$ cat src/rtl/keypad_encoder_pkg.sv
// Shared definitions for the 4x4 keypad encoder: key codes, FSM state encoding,
// the row/column key map and small bit-pattern helpers.
package keypad_encoder_pkg;

  localparam logic [3:0] KEY_0         = 4'h0;
  localparam logic [3:0] KEY_1         = 4'h1;
  localparam logic [3:0] KEY_2         = 4'h2;
  localparam logic [3:0] KEY_3         = 4'h3;
  localparam logic [3:0] KEY_4         = 4'h4;
  localparam logic [3:0] KEY_5         = 4'h5;
  localparam logic [3:0] KEY_6         = 4'h6;
  localparam logic [3:0] KEY_7         = 4'h7;
  localparam logic [3:0] KEY_8         = 4'h8;
  localparam logic [3:0] KEY_9         = 4'h9;
  localparam logic [3:0] KEY_DIVMOD    = 4'hA;
  localparam logic [3:0] KEY_TIMES     = 4'hB;
  localparam logic [3:0] KEY_PLUSMINUS = 4'hC;
  localparam logic [3:0] KEY_RSVD      = 4'hD;
  localparam logic [3:0] KEY_ANS       = 4'hE;
  localparam logic [3:0] KEY_EQU       = 4'hF;

  localparam logic [2:0] ST_SCAN     = 3'd0;
  localparam logic [2:0] ST_DEBOUNCE = 3'd1;
  localparam logic [2:0] ST_SETUP    = 3'd2;
  localparam logic [2:0] ST_STROBE   = 3'd3;
  localparam logic [2:0] ST_HOLD     = 3'd4;
  localparam logic [2:0] ST_REJECT   = 3'd5;

  // Indexed [row][col]; ascending ranges so the table reads like the keypad face.
  localparam logic [0:3][0:3][3:0] KEY_MAP = '{
    '{KEY_1,   KEY_2, KEY_3,   KEY_DIVMOD},
    '{KEY_4,   KEY_5, KEY_6,   KEY_TIMES},
    '{KEY_7,   KEY_8, KEY_9,   KEY_PLUSMINUS},
    '{KEY_ANS, KEY_0, KEY_EQU, KEY_RSVD}
  };

  typedef struct packed {
    logic [3:0] row;
    logic [3:0] col;
  } key_pos_t;

  function automatic logic [2:0] low_count(input logic [3:0] v);
    logic [2:0] n;
    n = 3'd0;
    for (int i = 0; i < 4; i++) begin
      n = n + {2'b00, ~v[i]};
    end
    return n;
  endfunction

  function automatic logic [1:0] low_index(input logic [3:0] v);
    logic [1:0] idx;
    idx = 2'd0;
    for (int i = 3; i >= 0; i--) begin
      if (!v[i]) idx = 2'(i);
      else       idx = idx;
    end
    return idx;
  endfunction

  function automatic logic [3:0] key_code(input logic [3:0] row_pat, input logic [3:0] col_pat);
    return KEY_MAP[low_index(row_pat)][low_index(col_pat)];
  endfunction

endpackage

$ cat src/rtl/keypad_encoder_if.sv
// Keypad-side bus of the encoder: row sense, column drive and key-event outputs.
interface keypad_encoder_if;
  logic [3:0] row;
  logic [3:0] col;
  logic [4:0] eBCD;
  logic       key_err;

  modport master (output row, input col, input eBCD, input key_err);
  modport slave  (input row, output col, output eBCD, output key_err);
endinterface

$ cat src/rtl/keypad_encoder_debounce.sv
// Row synchronizer plus a saturating counter of consecutive cycles the
// synchronized rows equal a target pattern.
module keypad_debounce
  import keypad_encoder_pkg::*;
#(
  parameter int DEB_CYCLES = 20000
) (
  input  logic       clk,
  input  logic       rst,
  input  logic [3:0] row_async,
  input  logic [3:0] target,
  input  logic       clear,
  output logic [3:0] row_sync,
  output logic       match,
  output logic       stable
);

  localparam int CW = $clog2(DEB_CYCLES + 1);
  localparam logic [CW-1:0] CNT_LAST = CW'(DEB_CYCLES - 1);

  logic [3:0]    sync_a;
  logic [3:0]    sync_b;
  logic [CW-1:0] cnt;

  // Two-flop synchronizer for the asynchronous row lines
  always_ff @(posedge clk) begin
    if (rst) begin
      sync_a <= 4'h0;
      sync_b <= 4'h0;
    end else begin
      sync_a <= row_async;
      sync_b <= sync_a;
    end
  end

  assign row_sync = sync_b;
  assign match    = (sync_b == target);

  // Consecutive-match counter; saturates so a long hold never wraps
  always_ff @(posedge clk) begin
    if (rst) begin
      cnt <= '0;
    end else if (clear || !match) begin
      cnt <= '0;
    end else if (cnt != CNT_LAST) begin
      cnt <= cnt + CW'(1);
    end else begin
      cnt <= cnt;
    end
  end

  // The current cycle is the DEB_CYCLES-th consecutive match
  assign stable = match && (cnt == CNT_LAST);

endmodule

$ cat src/rtl/keypad_encoder.sv
// 4x4 matrix keypad scanner/encoder with debounce, setup/strobe key events and
// multi-key rejection. Optional auto-repeat is enabled with KEYPAD_AUTOREPEAT_EN.
module keypad_encoder
  import keypad_encoder_pkg::*;
#(
  parameter int SCAN_DIV      = 1000,
  parameter int DEB_CYCLES    = 20000,
  parameter int STROBE_CYCLES = 16
) (
  input  logic              sw_clk,
  input  logic              rst,
  keypad_encoder_if.slave   bus
);

  localparam int SCW = $clog2(SCAN_DIV);
  localparam int STW = $clog2(STROBE_CYCLES + 1);
  localparam logic [SCW-1:0] SCAN_LAST   = SCW'(SCAN_DIV - 1);
  localparam logic [STW-1:0] STROBE_LAST = STW'(STROBE_CYCLES - 1);

  logic [2:0]     state;
  logic [2:0]     state_next;
  logic [SCW-1:0] scan_cnt;
  logic [STW-1:0] strobe_cnt;
  logic [3:0]     col;
  logic [4:0]     ebcd;
  logic           key_err;
  key_pos_t       key_pos;

  logic [3:0]     row_sync;
  logic [3:0]     deb_target;
  logic           deb_clear;
  logic           deb_match;
  logic           deb_stable;
  logic [2:0]     lows;
  logic           slot_end;
  logic           strobe_last;
  logic           rep_fire;

  keypad_debounce #(
    .DEB_CYCLES (DEB_CYCLES)
  ) u_debounce (
    .clk       (sw_clk),
    .rst       (rst),
    .row_async (bus.row),
    .target    (deb_target),
    .clear     (deb_clear),
    .row_sync  (row_sync),
    .match     (deb_match),
    .stable    (deb_stable)
  );

  assign lows        = low_count(row_sync);
  assign slot_end    = (scan_cnt == SCAN_LAST);
  assign strobe_last = (strobe_cnt == STROBE_LAST);

`ifdef KEYPAD_AUTOREPEAT_EN
  localparam int RW = $clog2(256 * SCAN_DIV);
  localparam logic [RW-1:0] REP_FIRST = RW'(256 * SCAN_DIV - 1);
  localparam logic [RW-1:0] REP_NEXT  = RW'(64 * SCAN_DIV - 1);

  logic [RW-1:0] rep_cnt;
  logic          rep_again;
  logic          held;

  assign held     = (row_sync == key_pos.row);
  assign rep_fire = (state == ST_HOLD) && held &&
                    (rep_cnt == (rep_again ? REP_NEXT : REP_FIRST));

  // Repeat timer runs only while the original key stays down in HOLD
  always_ff @(posedge sw_clk) begin
    if (rst) begin
      rep_cnt   <= '0;
      rep_again <= 1'b0;
    end else begin
      if (state == ST_HOLD && held && !rep_fire) rep_cnt <= rep_cnt + RW'(1);
      else                                       rep_cnt <= '0;
      if (state == ST_SCAN) rep_again <= 1'b0;
      else if (rep_fire)    rep_again <= 1'b1;
      else                  rep_again <= rep_again;
    end
  end
`else
  assign rep_fire = 1'b0;
`endif

  // Next-state decode; the debounce counter restarts on every state change
  always_comb begin
    state_next = state;
    deb_target = 4'hF;
    deb_clear  = 1'b0;
    case (state)
      ST_SCAN: begin
        if (slot_end && lows == 3'd1)      state_next = ST_DEBOUNCE;
        else if (slot_end && lows >= 3'd2) state_next = ST_REJECT;
        else                               state_next = ST_SCAN;
      end
      ST_DEBOUNCE: begin
        deb_target = key_pos.row;
        if (!deb_match)     state_next = ST_SCAN;
        else if (deb_stable) state_next = ST_SETUP;
        else                state_next = ST_DEBOUNCE;
      end
      ST_SETUP: begin
        state_next = ST_STROBE;
      end
      ST_STROBE: begin
        if (strobe_last) state_next = ST_HOLD;
        else             state_next = ST_STROBE;
      end
      ST_HOLD: begin
        if (deb_stable)    state_next = ST_SCAN;
        else if (rep_fire) state_next = ST_SETUP;
        else               state_next = ST_HOLD;
      end
      ST_REJECT: begin
        if (deb_stable) state_next = ST_SCAN;
        else            state_next = ST_REJECT;
      end
      default: begin
        state_next = ST_SCAN;
      end
    endcase
    deb_clear = (state_next != state);
  end

  // State, scan/strobe counters, column drive and latched key position
  always_ff @(posedge sw_clk) begin
    if (rst) begin
      state      <= ST_SCAN;
      scan_cnt   <= '0;
      strobe_cnt <= '0;
      col        <= 4'b1110;
      key_pos    <= '{row: 4'hF, col: 4'b1110};
    end else begin
      state <= state_next;

      if (state == ST_SCAN && !slot_end) scan_cnt <= scan_cnt + SCW'(1);
      else                               scan_cnt <= '0;

      if (state == ST_SCAN && slot_end && lows == 3'd0) col <= {col[2:0], col[3]};
      else                                             col <= col;

      if (state == ST_SCAN && slot_end && lows == 3'd1) key_pos <= '{row: row_sync, col: col};
      else                                             key_pos <= key_pos;

      if (state == ST_STROBE && !strobe_last) strobe_cnt <= strobe_cnt + STW'(1);
      else                                    strobe_cnt <= '0;
    end
  end

  // Key event outputs: code lands one cycle ahead of the strobe rising edge
  always_ff @(posedge sw_clk) begin
    if (rst) begin
      ebcd    <= 5'b0_0000;
      key_err <= 1'b0;
    end else begin
      if (state_next == ST_SETUP && state != ST_SETUP)
        ebcd <= {1'b0, key_code(key_pos.row, key_pos.col)};
      else if (state == ST_SETUP)
        ebcd <= {1'b1, ebcd[3:0]};
      else if (state == ST_STROBE && strobe_last)
        ebcd <= {1'b0, ebcd[3:0]};
      else
        ebcd <= ebcd;
      key_err <= (state_next == ST_REJECT);
    end
  end

  assign bus.col     = col;
  assign bus.eBCD    = ebcd;
  assign bus.key_err = key_err;

endmodule

$ cat src/flat_wrapper.sv
// flat-port wrapper written by rule: the top's interface ports become plain ports
module keypad_encoder_flat import keypad_encoder_pkg::*;
#(
  parameter int SCAN_DIV      = 1000,
  parameter int DEB_CYCLES    = 20000,
  parameter int STROBE_CYCLES = 16
)
  (sw_clk, rst, bus_row, bus_col, bus_eBCD, bus_key_err);
  keypad_encoder_if bus_i ();
  input  logic sw_clk;
  input  logic rst;
  input wire logic [$bits(bus_i.row)-1:0] bus_row;
  output wire logic [$bits(bus_i.col)-1:0] bus_col;
  output wire logic [$bits(bus_i.eBCD)-1:0] bus_eBCD;
  output wire logic [$bits(bus_i.key_err)-1:0] bus_key_err;
  assign bus_i.row = bus_row;
  assign bus_col = bus_i.col;
  assign bus_eBCD = bus_i.eBCD;
  assign bus_key_err = bus_i.key_err;
  keypad_encoder #(.SCAN_DIV(SCAN_DIV), .DEB_CYCLES(DEB_CYCLES), .STROBE_CYCLES(STROBE_CYCLES)) u_core (.sw_clk(sw_clk), .rst(rst), .bus(bus_i));
endmodule
$ cat config.mk
export PLATFORM = sky130hd
export DESIGN_NAME = keypad_encoder_flat
export DESIGN_NICKNAME = d
export VERILOG_FILES = /design/src/rtl/keypad_encoder_pkg.sv /design/src/rtl/keypad_encoder_if.sv /design/src/rtl/keypad_encoder_debounce.sv /design/src/rtl/keypad_encoder.sv /design/src/flat_wrapper.sv
export SDC_FILE = /design/constraint.sdc
export NUM_CORES = 1
export LEC_CHECK = 0
export ABC_AREA = 1
export BUFFER_PORTS_ARGS = -buffer_cell sky130_fd_sc_hd__buf_2
export CORE_MARGIN = 3
export CORE_UTILIZATION = 35
export CTS_CLUSTER_SIZE = 10
export DETAILED_ROUTE_END_ITERATION = 12
export HOLD_SLACK_MARGIN = 0.03
export MAX_ROUTING_LAYER = met4
export SYNTH_ARGS = -nofsm -noshare
export SYNTH_HDL_FRONTEND = slang
export SYNTH_HIERARCHICAL = 1
export SYNTH_SLANG_ARGS = --single-unit
$ cat constraint.sdc
create_clock -name sw_clk -period 3.3 [get_ports sw_clk]
set_clock_uncertainty 0.05 [all_clocks]
set_input_delay 0.33 -clock sw_clk [delete_from_list [all_inputs] [get_ports sw_clk]]
set_output_delay 0.33 -clock sw_clk [all_outputs]
set_load 0.02 [all_outputs]
# Word-level counts from Yosys, hierarchy flattened
# Cells that the tools add are included.
# W data, S select, Z words.
# word_totals
ff_bits,59
word_cells,95
out_inout_bits,10
input_bits,6
# classes
n_reduce_logical,21
magnitude_cmp,3
mux,30
n_eq_ne,15
bitwise,8
add_sub_neg,6
# op_table
operator,count
$bmux W16 S2,1
$mux W16,2
$mux W2,13
$mux W3,6
$pmux W3 S6,1
$mux W4,4
$add A15 B1 Y15 const B,1
$eq A15 B15 Y1 const B,1
$ne A15 B15 Y1 const B,1
$add A10 B1 Y10 const B,1
$eq A10 B10 Y1 const B,1
$logic_and A1 B1 Y1,10
$mux W5,2
$eq A3 B2 Y1 const B,3
$eq A3 B3 Y1 const B,3
$bmux W4 S2,1
$reduce_or A2 Y1,4
$add A3 B1 Y3,2
$eq A3 B1 Y1 const B,2
$ge A3 B3 Y1 const B,2
$logic_not A3 Y1,2
$not A1 Y1,6
$not A2 Y3,2
$add A5 B1 Y5 const B,1
9 further kinds,11

# Longest topological paths before layout
# Gate-level depths: netlist of the first run.
# logic_depth
ltp_word,21
mapped_depth,22
mapped_depth_nobuf,21

# Modules after synthesis
# Netlist of the first run, hierarchy kept.
# by_module_without_submodules
module,area_per_inst_um2,n_inst,cells_each,seq_area_each_um2
keypad_encoder,1806.7,1,244,720.7
keypad_debounce,1202.4,1,176,460.4

# Least setup slack after synthesis of the first run
# OpenSTA, ideal clock, no wires.
# synth_timing
kind,reg-to-reg
start,reg u_core.state[2]
end,reg u_core.u_debounce.cnt[11]
path_slack_ns,0.774
period_less_slack_ns,2.526
t_arrival_ns,2.409
path_stages_with_launch,21
setup_time_ns,0.066
path_cell_list,dfxtp_1 nor2_2 nand2_1 or2_2 xor2_1 nor2_1 nand2_1 nor2_1 inv_1 nand3_1 o21ai_1 inv_1 nand2_1 nand2_1 nand2_1 nor2_1 nand2_1 nor2_1 nand3_4 buf_6 a21oi_2
# synth_via
elab_chain_cells,10
elab_cells_between_ends,18
# synth_lines
element,line_no,text
start: declaration,keypad_encoder.sv:20,logic [2:0] state;
start signal: assignment,keypad_encoder.sv:135,state <= state_next;
$eq A3 B1 Y1 *,keypad_encoder.sv:91,case (state)
$mux W4 *,keypad_encoder.sv:91,
net u_core.deb_target[2],keypad_encoder.sv:30,logic [3:0] deb_target;
$eq A4 B4 Y1 *,keypad_encoder_debounce.sv:37,assign match = (sync_b == target);
$logic_and A1 B1 Y1 *,keypad_encoder_debounce.sv:53,assign stable = match && (cnt == CNT_LAST);
net u_core.deb_stable,keypad_encoder.sv:33,logic deb_stable;
$mux W2,keypad_encoder.sv:100,else if (deb_stable) state_next = ST_SETUP;
$mux W3,keypad_encoder.sv:99,if (!deb_match) state_next = ST_SCAN;
$pmux W3 S6 *,keypad_encoder.sv:91,
$ne A3 B3 Y1 *,keypad_encoder.sv:123,deb_clear = (state_next != state);
net u_core.deb_clear,keypad_encoder.sv:31,logic deb_clear;
$logic_or A1 B1 Y1 *,keypad_encoder_debounce.sv:43,end else if (clear || !match) begin
$reduce_or A2 Y1 (no source line) *,-,
end signal: assignment,keypad_encoder_debounce.sv:46,cnt <= cnt + CW'(1);
end signal: assignment,keypad_encoder_debounce.sv:48,cnt <= cnt;
end: declaration,keypad_encoder_debounce.sv:23,logic [CW-1:0] cnt;
# The timed path passes the listed nets; every way through them passes the cells marked *.
# A chain may end at the register's enable or synchronous reset.

# Worst setup path after layout of the first run
# layout_timing
start,reg u_core.state[2]
end,reg u_core.u_debounce.cnt[6]
# The elaborated chain is that of the path after synthesis.

==> results, run 1 <==
- The run finished with clean final reports.
- The core region is 8300 µm².
- The via count of the first global-routing pass is 2426.
- The chip height is 98.7 µm.
- The worst setup path is captured at a register.
- The filler cell count is between 800 and 900.
- The die covers 9750 µm².
- The commonest cells after synthesis are 83 x sky130_fd_sc_hd__nand2_1, 61 x sky130_fd_sc_hd__inv_1, 60 x sky130_fd_sc_hd__nor2_1.
- The highest net fanout along the worst path is 15.
- The remaining antenna violation count after routing is 0.
- The type of the worst setup path is register to register.
- In this run, synthesis inferred 0 flip-flops with an integrated enable.
- Data on the critical path is required at its endpoint by 3510 ps.
- The final period demand of the worst path is 2830 ps.
- The mean instance size in the synthesized netlist is 7.16 µm².
- The largest net degree at the start of global routing is 19.
- For this design the top-level I/O count stands at 16.
- The number of setup violations in the final report is 0.
- After detailed routing, the number of remaining DRC violations is 0.
- The tool flagged a number of max-cap violations equal to 0.
- The detailed-router iteration count before antenna repair is 5.
- In the routed layout, each cell is associated on average with a via count of 4.69.
- In this run the static leakage power is 1.43 nW.
- The worst endpoint data arrival time is 3040 ps.
- The TritonCTS buffer count is 9.
- In the global route stage, overall resource usage came out at 13.7%.
- The area share of the leading cell type in the synthesized netlist is 39.3%.
- The total via count after detailed routing is around 2600.
- Input and output buffers added on the ports amount to 15.
- The total of cells resized after clock tree synthesis is 0.
- Row generation in the floorplan step produced 33 rows.
- The starting density of the core is 36.3%.
- CTS placed an instance of sky130_fd_sc_hd__clkbuf_8 at the clock tree root.
- The final period utilization is 85.7%.
- The synthesized netlist cell count is 420.
- The worst path buffer plus inverter count is 2.
- The maximum clock path buffer count is 2.
- The clock transition at the register clock pins on the worst setup and hold paths after CTS is 70 ps.
- Timing would allow up to 354 MHz.
- Counting stages on the worst path, the most repeated cell is sky130_fd_sc_hd__nand2_1.
- The relative max-transition margin is about three fifths.
- CTS saw 59 sinks.
- The synthesized design spends more area on one cell type than any other, namely sky130_fd_sc_hd__dfxtp_1.
- The number of standard cells in the layout, taps in and fillers out is 552.
- The classification of the worst-slack hold path is input port to register.
- The count of different cell masters after synthesis is 40.
- Once the clock tree was built, the setup fixing pass inserted 0 buffers.
- In this run, post-CTS hold repair placed 0 buffers.
- The count of state elements after synthesis is 59.
- The critical path goes through nor2_2, nand2_1, or2_2, xor2_1, nor2_1, nand2_1, nor2_1, inv_1, nand3_1, o21ai_1, inv_1, nand2_1, nand2_1, nand2_1, nor2_1, nand2_1, nor2_1, nand3_4, a21oi_1.
- The final setup TNS is 0 ps.
- The die is 98.7 µm wide.
- Dividing total power by cell area gives a power density of 442 nW/µm².
- The number of antenna violations at the first check in global routing is 0.
- The sum of routed wire length over all layers is 5930 µm.
- Among all stages on the critical path, the largest delay is contributed by sky130_fd_sc_hd__dfxtp_1.
- Ranked by total cell area, the synthesized netlist is headed by sky130_fd_sc_hd__dfxtp_1 39%, sky130_fd_sc_hd__nand2_1 10%, sky130_fd_sc_hd__inv_1 7.6%.
- The worst-case IR drop observed on VDD is 0.284 mV.
- The final hold violation count was 0.
- The maximum single-stage delay on the critical path is ~360 ps.
- Detailed placement finished with a half-perimeter wire length of 4300 µm.
- The cell family contributing the most delay on the critical path is simple AND/OR/NAND/NOR gates.
- Dividing the detail-routed wire length by the instance count gives between 10 and 15 µm.
- The global-route wire length before repair is roughly 11000 µm.
- For this run the aggregate overflow at the end of global routing stands at 0.
- The transition time at the pin with the least slew margin is 567 ps.
- The number of H-tree levels is 3.
- The repair_antennas step left the layout with diodes totalling 0.
- The net count of the mapped netlist is 434.
- Counting flops with an async set or reset pin after synthesis yields a share of 0%.
- STA classifies the critical path startpoint as a register.
- Setup repair after global routing left no endpoint under its margin.
- In the synthesized netlist the dominant register cell turns out to be sky130_fd_sc_hd__dfxtp_1.
- TritonCTS built the clock tree.
- The post-synthesis sequential area ratio is 39.3%.
- Clock latency on the worst-skew pair, taken at its later pin, is between 300 and 400 ps.
- The congestion estimate from routability-driven global placement came to 0.844.
- The initial detailed-routing violation count is roughly 160.
- The synthesis-to-finish area growth is 13.3%.
- In the final layout, the share of cells above drive strength 1 is 15.0%.
- The number of pins exceeding their max-slew limit in the final report was 0.
- Summing every instance area after synthesis gives 3010 µm².
- The most instantiated library cell after synthesis is sky130_fd_sc_hd__nand2_1.
- The post-placement cell count is between 500 and 600.
- The final layout contains 456 nets.
- The total number of yosys warnings is 6.
## placed cells by master (no fill, tap or decap), types with 6 or more instances in the layout
cell | netlist | final
sky130_fd_sc_hd__nand2_1 | 83 | 83
sky130_fd_sc_hd__inv_1 | 61 | 61
sky130_fd_sc_hd__nor2_1 | 60 | 60
sky130_fd_sc_hd__dfxtp_1 | 59 | 59
sky130_fd_sc_hd__nand3_1 | 40 | 40
sky130_fd_sc_hd__buf_2 | 1 | 15
sky130_fd_sc_hd__a21oi_1 | 13 | 13
sky130_fd_sc_hd__clkbuf_8 | 0 | 10
sky130_fd_sc_hd__nor3_1 | 9 | 9
sky130_fd_sc_hd__o21ai_0 | 8 | 8
sky130_fd_sc_hd__nand4_1 | 8 | 8
sky130_fd_sc_hd__xor2_1 | 8 | 8
sky130_fd_sc_hd__ha_1 | 7 | 7
sky130_fd_sc_hd__o21ai_1 | 6 | 6
sky130_fd_sc_hd__inv_2 | 6 | 6
## cell families after synthesis
| logic type | count (synthesis) | synth area share, % |
|---|---|---|
| adders and majority gates | 8 | 3.58 |
| xor gates and xnor gates | 9 | 2.62 |
| DFF | 59 | 39.3 |
| AOI/OAI and AO/OA | 47 | 10.3 |
| and+or+nand+nor | 224 | 34.6 |
| buffers and inverters | 73 | 9.69 |
## through the flow
stage                     worst slack, ps  hold WS (ps)  area, µm²  util (%)  power [W]
after global routing                 81.7           134       3410      41.1    0.00157
after CTS                             450           119       3410      41.1    0.00154
after detailed placement              478           346       3180      38.4   0.000784
final                                 473           138       3410      41.1    0.00151
after global placement                496           341       3180      38.4   0.000781
after floorplan                       774           338       3010         -   0.000771
## registers in the layout (all words and copies together), names as in the netlist
name                        cells
u_core/bus.col                  4
u_core/bus.eBCD                 5
u_core/bus.key_err              1
u_core/key_pos                  8
u_core/scan_cnt                10
u_core/state                    3
u_core/strobe_cnt               5
u_core/u_debounce/cnt          15
u_core/u_debounce/row_sync      4
u_core/u_debounce/sync_a        4
## layout make-up
| type | instances | area, µm² | area share [%] |
|---|---|---|---|
| clock buffer | 10 | 138 | 4.04 |
| clock inverter | 6 | 88.8 | 2.60 |
| inverter | 69 | 260 | 7.63 |
| multi-input combinational | 288 | 1540 | 45.0 |
| sequential | 59 | 1180 | 34.6 |
| tap | 105 | 131 | 3.85 |
| timing repair buffer | 15 | 75.1 | 2.20 |
## power breakdown
part,internal [W],leakage [nW],switching [W]
combinational,0.0000143,0.844,0.0000268
sequential,0.000720,0.478,0.00000489
clock,0.000445,0.108,0.000295
## worst min-delay path, stage by stage
cell and delay (ps):
sky130_fd_sc_hd__buf_2 70, sky130_fd_sc_hd__inv_1 30, sky130_fd_sc_hd__nor2_1 60
## path summary, 6_finish.rpt
| kind | slack, ps | depth (start not counted) | endpoint | start |
|---|---|---|---|---|
| setup reg to reg | 470 | 19 | u_core/u_debounce/cnt[6] | u_core/state[2] |
| hold reg to reg | 350 | 2 | u_core/u_debounce/row_sync[0] | u_core/u_debounce/sync_a[0] |
| setup / recovery | 470 | 19 | u_core/u_debounce/cnt[6] | u_core/state[2] |
| hold / removal | 140 | 3 | u_core/u_debounce/sync_a[1] | bus_row[1] |
## routing by layer
| layer | wire, µm | track usage [%] | up-vias | part of all wire (%) |
|---|---|---|---|---|
| li1 | - | - | 1382 | - |
| met2 | 2670 | 20.8 | 38 | 45 |
| met5 | 0 | - | - | 0 |
| met1 | 3010 | 17.3 | 1164 | 51 |
| met4 | 56 | 4.83 | 0 | 0.94 |
| met3 | 190 | 4.03 | 7 | 3.2 |
No activity file was read; power rests on OpenSTA's default activity.
==> run 2, diff against run 1 <==
clock period = 3.05 ns   (was 3.3 ns; I/O delays follow)
==> run 2 against run 1 <==
  * Register-to-register slack got worse by 110 ps
  * Combinational power up 17%
  * Via count increased by 1.4%
  * Power grew 16%
  * Global-route usage increased by 0.16 points
==> results, run 2 (synthesis gave the netlist of run 1 again) <==
- The run finished with clean final reports.
- The filler cell count is 839 (+1.2%).
- The worst slack after detailed placement came to 199 ps (-279 ps).
- The final period utilization is 88.2% (+2.5 points).
- The power consumption is 0.00175 W (+16%).
- The maximum operating frequency is 372 MHz (+5.1%).
- The count of pins on the block boundary is 16 (unchanged).
- The worst-case setup margin in the final layout is 360 ps (-113 ps).
- The number of placement rows was 33 (unchanged).
- The routed wire length per instance is 11.0 µm (+2.1%).
- The number of setup violations in the final report was 0 (unchanged).
- The worst endpoint data arrival time is 2910 ps (-130 ps).
- The via count of the first global-routing pass is 2459 (+1.4%).
- The final period demand of the worst path is 2690 ps (-137 ps).
- The leakage power of the design is 1.47 nW (+2.9%).
- The number of pins exceeding their max-slew limit in the final report is 0 (unchanged).
- The number of flip-flops in the largest register was 15 (unchanged).
- The chip height came to 98.7 µm (unchanged).
- The worst hold margin was 112 ps (-26.2 ps).
- The worst reg2reg path endpoint is u_core/u_debounce/cnt[7].
- The clock tree from TritonCTS is done.
- The start of the worst register-to-register path is u_core/u_debounce/row_sync[0].
- The total half-perimeter wirelength after legalization and detailed placement is 4350 µm (+1.3%).
- The number of buffers added on ports is 15 (unchanged).
- The placed instance area is 3190 µm² (+0.24%).
- The number of hold buffers added after CTS was 0 (unchanged).
- The total via count after detailed routing is 2627 (+1.4%).
- The number of antenna violations at the first check in global routing came to 0 (unchanged).
- The worst hold path begins at bus_row[1].
- Setup repair after global routing left no endpoint under its margin.
- The relative max-transition margin is 74.3% (+12 points).
- The transition time at the pin with the least slew margin is 383 ps (-184 ps).
- The capture endpoint of the worst hold path is u_core/u_debounce/sync_a[1].
- The overall fraction of global-route tracks in use is 13.8% (+0.16 points).
- The largest register by flop count is u_core/u_debounce/cnt.
- The largest registers in the layout are u_core/u_debounce/cnt x15, u_core/scan_cnt x10, u_core/key_pos x8.
- The number of H-tree levels is 3 (unchanged).
- The worst hold path belongs to the class input port to register.
- The top cell types in the final layout, fill and taps aside, are 83 x sky130_fd_sc_hd__nand2_1, 61 x sky130_fd_sc_hd__inv_1, 59 x sky130_fd_sc_hd__dfxtp_1.
- The TritonCTS buffer count is 9 (unchanged).
- The final design instance area without fill is 3500 µm² (+2.6%).
- The routed via count divided by cell count is 4.72 (+0.66%).
- The die boundary width is 98.7 µm (unchanged).
- The minimum setup slack among reg-to-reg paths is 360 ps (-110 ps).
- The worst path required time was 3270 ps (-240 ps).
- The global-route wire length before repair is 10800 µm (+1.9%).
- The final weighted congestion in routability-driven placement is 0.855 (+1.3%).
- The remaining antenna violation count after routing is 0 (unchanged).
- The final setup TNS came to 0 ps (unchanged).
- The overall die area is 9750 µm² (unchanged).
- The number of nets in the layout was 460 (+0.88%).
- The type of the worst setup path is register to register.
- STA classifies the critical path endpoint as a register.
- The initial detailed-routing violation count came to 137 (-16%).
- CTS placed an instance of sky130_fd_sc_hd__clkbuf_8 at the clock tree root.
- The share of post-route cells with drive strength above 1 is 16.2% (+1.2 points).
- The sum of routed wire length over all layers is 6090 µm (+2.8%).
- The overflow left after global routing is 0 (unchanged).
- The highest net fanout along the worst path came to 8 (-7).
- The clock net sink count came to 59 (unchanged).
- The number of cells on the worst hold path came to 3 (unchanged).
- The final hold violation count is 0 (unchanged).
- In this run the worst setup path begins at u_core/u_debounce/row_sync[0].
- The kind of start point of the critical path is a register.
- The area growth from synthesis to layout is 16.3%.
- The maximum clock path buffer count is 2 (unchanged).
- The number of max-capacitance violations reported is 0 (unchanged).
- The library cell used most frequently in the layout, excluding fill and tap cells, is sky130_fd_sc_hd__nand2_1.
- The largest net degree at the start of global routing came to 16 (-3).
- The maximum ir drop on the vdd rail is 0.285 mV (+0.30%).
- The clock transition at the register clock pins on the worst setup and hold paths after CTS is 70 ps (about the same).
- The starting density of the core is 36.3% (unchanged).
- The number of remaining DRC errors is 0 (unchanged).
- The count of inserted antenna diode cells is 0 (unchanged).
- The area of the core region is 8300 µm² (unchanged).
- The power per cell area is 500 nW/µm² (+13%).
- The clock latency of the later-clocked register in the worst-skew pair is 340 ps (about the same).
- The depth of the worst register-to-register path is 16 (-3).
- The detailed-router iteration count before antenna repair is 5 (unchanged).
==> run 2: cell types whose count changed in the layout (fill, tap and decap cells not counted) <==
cell	change
sky130_fd_sc_hd__clkinvlp_4	-2
sky130_fd_sc_hd__clkinv_4	-1
sky130_fd_sc_hd__clkbuf_8	+2
sky130_fd_sc_hd__nor2_4	+2
sky130_fd_sc_hd__buf_4	+3
sky130_fd_sc_hd__nand3_4	+1
sky130_fd_sc_hd__nor2_1	-2
sky130_fd_sc_hd__bufinv_16	+1
==> run 2: layout make-up <==
| cell class | instances | area [µm²] | area share, % |
|---|---|---|---|
| multi-input cells | 289 | 1570 | 44.8 |
| flip-flops and latches | 59 | 1180 | 33.8 |
| inverters | 69 | 260 | 7.44 |
| clock buffers | 12 | 165 | 4.72 |
| well taps | 105 | 131 | 3.75 |
| repair buffers | 18 | 97.6 | 2.79 |
| clock inverters | 4 | 95.1 | 2.72 |
==> run 2: report_power, final <==
part | leakage, nW | internal, W | total [W] | switching [W]
Sequential | 0.478 | 0.000779 | 0.000784 | 0.00000542
Combinational | 0.862 | 0.0000168 | 0.0000480 | 0.0000312
Clock | 0.133 | 0.000608 | 0.000918 | 0.000310
Total | 1.47 | 0.00140 | 0.00175 | 0.000346
==> run 2: critical path, stage by stage (launching register included) <==
cell	delay (ps)
sky130_fd_sc_hd__dfxtp_1	350
sky130_fd_sc_hd__fa_1	540
sky130_fd_sc_hd__inv_1	40
sky130_fd_sc_hd__ha_1	190
sky130_fd_sc_hd__inv_1	60
sky130_fd_sc_hd__ha_1	230
sky130_fd_sc_hd__inv_1	60
sky130_fd_sc_hd__nand3_1	90
sky130_fd_sc_hd__nand2_1	80
sky130_fd_sc_hd__nand4_1	110
sky130_fd_sc_hd__nand3_1	90
sky130_fd_sc_hd__nand2_1	50
sky130_fd_sc_hd__nor2_1	80
sky130_fd_sc_hd__nand2_1	90
sky130_fd_sc_hd__nor2_4	190
sky130_fd_sc_hd__nand3_4	160
sky130_fd_sc_hd__a21oi_1	150
==> run 2: routing by layer <==
metal | track usage (%) | vias up | part of all wire [%]
li1 | - | 1399 | -
met1 | 17.9 | 1169 | 48
met2 | 20.9 | 48 | 45
met3 | 2.97 | 11 | 4.3
met4 | 5.99 | 0 | 2.1
met5 | - | - | 0
==> run 2: how the worst max path moves through the flow <==
stage | end | slack, ps | depth (start not counted)
after CTS | u_core/u_debounce/cnt[14] | 170 | 18
after global placement | u_core/u_debounce/cnt[14] | 240 | 19
after floorplan | u_core/u_debounce/cnt[11] | 520 | 20
after global routing | u_core/u_debounce/cnt[14] | 50 | 20
final | u_core/u_debounce/cnt[7] | 360 | 16
after detailed placement | u_core/u_debounce/cnt[14] | 200 | 19
==> run 2: through the flow <==
| step | util [%] | instances |
|---|---|---|
| floorplan | - | 420 |
| global placement | 38.5 | 537 |
| detailed placement | 38.5 | 537 |
| CTS | 41.6 | 553 |
| global route | 42.2 | 556 |
| finish | 42.2 | 556 |
==> run 2: what timing repair did <==
item,4_1_cts,5_1_grt
resized for setup,0,5
setup endpoints to repair,0,15
setup buffers,0,2
